==> config.mk <==
export PLATFORM = sky130hd
export DESIGN_NAME = down_counter12_flat
export DESIGN_NICKNAME = d
export VERILOG_FILES = /design/src/rtl/down12_pkg.sv /design/src/rtl/down_counter12_if.sv /design/src/rtl/down_counter12.sv /design/src/flat_wrapper.sv
export SDC_FILE = /design/constraint.sdc
export NUM_CORES = 1
export LEC_CHECK = 0
export CAP_MARGIN = 5
export CORE_MARGIN = 2
export CORE_UTILIZATION = 28
export DETAILED_ROUTE_END_ITERATION = 8
export SYNTH_ARGS = -nofsm -noshare
export SYNTH_HDL_FRONTEND = slang
export SYNTH_SLANG_ARGS = --single-unit
==> constraint.sdc <==
create_clock -name CLK -period 2.3 [get_ports CLK]
set_clock_uncertainty 0.15 [all_clocks]
set_input_delay 0.23 -clock CLK [delete_from_list [all_inputs] [get_ports CLK]]
set_output_delay 0.23 -clock CLK [all_outputs]
set_load 0.005 [all_outputs]
==> src/rtl/down12_pkg.sv <==
// Shared definitions for the modulo-12 counter family: state encoding,
// default sizing and the load-value clamp.
package down12_pkg;

    typedef enum logic [1:0] {
        IDLE,
        RUN,
        EXPIRED
    } state_t;

    localparam int WIDTH   = 4;
    localparam int MODULUS = 12;

    // Values outside the count range saturate to the top of the range.
    function automatic int clampLoad(input int value, input int modulus);
        return (value >= modulus) ? (modulus - 1) : value;
    endfunction

endpackage

==> src/rtl/down_counter12_if.sv <==
// Control/status bundle of the loadable down-counter; the master drives the
// enable, load and mode inputs, the slave is the counter itself.
interface down_counter12_if #(
    parameter int WIDTH = down12_pkg::WIDTH
);

    logic             EN;
    logic             LD;
    logic [WIDTH-1:0] D;
    logic             MODE;
    logic [WIDTH-1:0] Q;
    logic             BO;
    logic             DONE;
    logic             BUSY;

    modport master (
        output EN, LD, D, MODE,
        input  Q, BO, DONE, BUSY
    );

    modport slave (
        input  EN, LD, D, MODE,
        output Q, BO, DONE, BUSY
    );

endinterface

==> src/rtl/down_counter12.sv <==
// Loadable modulo-12 down-counter with combinational borrow for cascading,
// one-shot or auto-reload operation and a registered expiry pulse.
import down12_pkg::*;

module down_counter12 #(
    parameter int WIDTH   = down12_pkg::WIDTH,
    parameter int MODULUS = down12_pkg::MODULUS
) (
    input  logic             CLK,
    input  logic             MR,
    down_counter12_if.slave  bus
);

    state_t           state;
    logic [WIDTH-1:0] count;
    logic [WIDTH-1:0] reloadValue;
    logic [WIDTH-1:0] loadValue;
    logic             donePulse;
    logic             borrow;

    assign loadValue = WIDTH'(clampLoad(int'({1'b0, bus.D}), MODULUS));

    // A load in the same cycle suppresses the borrow so the next stage is not
    // enabled by a count that is about to be overwritten.
    assign borrow = (state == RUN) && bus.EN && (count == '0) && !bus.LD;

    always_ff @(posedge CLK) begin
        if (MR) begin
            state       <= IDLE;
            count       <= '0;
            reloadValue <= '0;
            donePulse   <= 1'b0;
        end else if (bus.LD) begin
            state       <= RUN;
            count       <= loadValue;
            reloadValue <= loadValue;
            donePulse   <= 1'b0;
        end else begin
            donePulse <= 1'b0;
            if (state == RUN && bus.EN) begin
                if (count != '0) begin
                    count <= count - 1'b1;
                end else begin
                    donePulse <= 1'b1;
                    if (bus.MODE) begin
                        count <= reloadValue;
                    end else begin
                        state <= EXPIRED;
                    end
                end
            end
        end
    end

    assign bus.Q    = count;
    assign bus.BO   = borrow;
    assign bus.DONE = donePulse;
    assign bus.BUSY = (state == RUN);

endmodule

==> src/flat_wrapper.sv <==
// flat-port wrapper written by rule: the top's interface ports become plain ports
module down_counter12_flat 
#(
    parameter int WIDTH   = down12_pkg::WIDTH,
    parameter int MODULUS = down12_pkg::MODULUS
)
  (CLK, MR, bus_EN, bus_LD, bus_D, bus_MODE, bus_Q, bus_BO, bus_DONE, bus_BUSY);
  down_counter12_if #(.WIDTH(WIDTH)) bus_i ();
  input  logic CLK;
  input  logic MR;
  input wire logic [$bits(bus_i.EN)-1:0] bus_EN;
  input wire logic [$bits(bus_i.LD)-1:0] bus_LD;
  input wire logic [$bits(bus_i.D)-1:0] bus_D;
  input wire logic [$bits(bus_i.MODE)-1:0] bus_MODE;
  output wire logic [$bits(bus_i.Q)-1:0] bus_Q;
  output wire logic [$bits(bus_i.BO)-1:0] bus_BO;
  output wire logic [$bits(bus_i.DONE)-1:0] bus_DONE;
  output wire logic [$bits(bus_i.BUSY)-1:0] bus_BUSY;
  assign bus_i.EN = bus_EN;
  assign bus_i.LD = bus_LD;
  assign bus_i.D = bus_D;
  assign bus_i.MODE = bus_MODE;
  assign bus_Q = bus_i.Q;
  assign bus_BO = bus_i.BO;
  assign bus_DONE = bus_i.DONE;
  assign bus_BUSY = bus_i.BUSY;
  down_counter12 #(.WIDTH(WIDTH), .MODULUS(MODULUS)) u_core (.CLK(CLK), .MR(MR), .bus(bus_i));
endmodule
==> metrics.csv <==
stage,metric,value,unit
outcome,status,completed,
floorplan,coreArea,1920,um2
synthesis,synth_top_area_cell,dfxtp_1,
critical_path,start_kind,flip-flop,
power,seq_power_share,0.451,
critical_path,crit_arrival,1.82,ns
clock_tree,cts_hold_buf,0,
timing,tns,0,ns
detailed_routing,drt.antenna.violating_nets,0,
floorplan,dieArea,2350,um2
synthesis,synth.distinct_cells,27,
synthesis,syn_nets,73,
synthesis,netlist_instances,63,
power,power_frac_clock,0.288,
layout,final_core_util,0.410,
floorplan,pin_count,16,
clock_tree,cts_buffers,3,
critical_path,cp-end-kind,output pin,
critical_path,worst_ep_required_time,1.92,ns
synthesis,ys_seq_elements,11,
timing,grt_setup_unrepaired,false,
power,max-vdd-ir-drop,0.000316,V
timing,setup-violations-final,0,
detailed_routing,dr.pass1.iters,4,
timing,hold_viol,0,
worst_hold_path,min_path_type,flip-flop to flip-flop,
synthesis,ys_top_cells_by_area,"dfxtp_1 (40%), a221oi_1 (4.7%), a311oi_1 (4.7%)",
detailed_routing,num_vias,542,
clock_tree,cts_sinks,11,
critical_path,crit_fanout,5,
power,total_power,0.482,mW
global_routing,grt.total_usage,0.120,
global_routing,grt_max_degree,12,
power,p_sw_frac,0.298,
clock_tree,clockBufferDepth,2,
power,comb_power_share,0.261,
synthesis,netlist_top_cells_count,"dfxtp_1 (11), a21oi_1 (5), inv_1 (5), nand2_1 (5), nor3_1 (4)",
run,cap_violations,0,
synthesis,synthesis.area,554,um2
floorplan,die_h,48.5,um
placement,hpwlAfterDp,951,um
layout,drive_gt1_frac,0.136,
placement,gp_congestion,0.840,
floorplan,fp.dieW,48.5,um
timing,fin_crit_sh,0.958,
placement,numPortBuffers,15,
timing,maxSlewViolCount,0,
floorplan,initial_core_util,0.288,
synthesis,yosysSeqAreaShare,0.397,
global_routing,grt_pass1_vias,456,
detailed_routing,drt_wl_total,1.33,mm
clock_tree,clk_latency,0.28,ns
power,p_leak,0.281,nW
clock_tree,cts-root-buf,clkbuf_4,
synthesis,synthFlopType,dfxtp_1,
critical_path,worst-setup-path-type,flip-flop to output pin,
power,power.density,612,nW/um2
timing,max-slew-margin-rel,0.708,
clock_tree,cts_tree,built,
detailed_routing,via_per_inst,5.02,
detailed_routing,drt_iter0_markers,14,
global_routing,grt-ovfl-total,0,
synthesis,synth_top_area_frac,0.397,
layout,layout.nets,92,
clock_tree,postCtsSetupRepairBufs,0,
power,p_int,0.338,mW
timing,post-route-min-period,2.20,ns
timing,holdWs,0.318,ns
global_routing,grt_antenna_before_repair,0,
synthesis,yosysWarnings,0,
floorplan,num_rows,16,
detailed_routing,wire_per_inst,12.3,um
synthesis,synth.avg_cell_area,8.80,um2
synthesis,synth_edf_count,0,
synthesis,yosysMostFrequentCell,dfxtp_1,
detailed_routing,drc,0,
timing,tightest_slew,0.437,ns
layout,n_antenna_cell,0,
timing,max_freq,454,MHz
layout,synthToLayoutAreaGrowth,42.0,%
synthesis,async_flop_share,0,
global_routing,grt_pass1_wl,2.14,mm
clock_tree,cts_max_level,1,
power,switching_power,0.143,mW
clock_tree,clkTransAtPathRegs,0.08,ns
## cell families (layout without fill, tap and decap cells)
family / count (synthesis) / in the layout / share of synthesized area
simple gates: 24 / 24 / 0.260
compound gates: 18 / 18 / 0.239
flops: 11 / 11 / 0.397
buf+inv: 8 / 26 / 0.0655
fa+ha+maj: 1 / 1 / 0.0226
xor+xnor: 1 / 1 / 0.0158
## routing by layer
metal | vias to the layer above | share of wire | GRT usage
li1 | 273 | - | -
met2 | 22 | 0.45 | 0.188
met3 | 2 | 0.067 | 0.0556
met4 | 0 | 0.0098 | 0.0286
met5 | - | 0 | 0
met1 | 245 | 0.47 | 0.151
## sequential cells by signal, indices dropped and copies added, names as in the netlist
register,count
u_core.bus.Q,4
u_core.reloadValue,4
u_core.state,2
u_core.bus.DONE,1
## cell type report
class | count | area, um2
clock inverter | 1 | 5.00
timing repair buffer | 17 | 165
tap | 27 | 33.8
inverter | 5 | 18.8
sequential | 11 | 220
multi-input combinational | 44 | 322
fill | 207 | 1130
clock buffer | 3 | 22.5
## critical path, stage by stage, from the launching register on
cell and delay (ns):
dfxtp_1 0.36, inv_1 0.13, ha_4 0.17, nor3b_4 0.19, nand2_1 0.10, nor2_1 0.10
clkdlybuf4s50_1 0.51
## final timing paths
check / start / end / slack (ns) / cells after the start
max: u_core.bus.Q[1] / bus_BO / 0.1 / 6
min reg2reg: u_core.reloadValue[2] / u_core.reloadValue[2] / 0.32 / 2
min: u_core.reloadValue[2] / u_core.reloadValue[2] / 0.32 / 2
max reg2reg: u_core.bus.Q[1] / u_core.bus.Q[1] / 0.29 / 6
## stage by stage
| stage | worst slack, ns | cell area, um2 | std cells |
|---|---|---|---|
| floorplan | 0.431 | 554 | 63 |
| global placement | 0.237 | 736 | 104 |
| detailed placement | 0.200 | 736 | 104 |
| CTS | 0.0177 | 768 | 108 |
| global route | 0.00657 | 787 | 108 |
| finish | 0.0956 | 787 | 108 |
## timing repair
action | CTS | global route
gates cloned | 0 | 0
endpoints found under the setup margin | 1 | 1
resized for setup | 1 | 3
## power by group through the flow
stage                     clock network, mW  logic, mW  registers (mW)
after global routing                  0.154      0.136           0.219
final                                 0.139      0.126           0.217
after CTS                             0.142      0.116           0.216
after global placement                    0      0.113           0.219
after floorplan                           0     0.0658           0.218
after detailed placement                  0      0.114           0.220
## layout by cell type (no fill, tap or decap), types with 2 or more instances in the layout
master / instances
a211oi_1: 2
nand2_1: 5
nor3_1: 4
nor2_1: 3
buf_4: 2
clkbuf_4: 3
a221oi_1: 3
dfxtp_1: 11
inv_1: 5
a311oi_1: 3
a21oi_1: 5
a31oi_1: 3
nand2b_1: 3
clkdlybuf4s50_1: 15
Note: power is estimated with default switching activity, not from simulation.
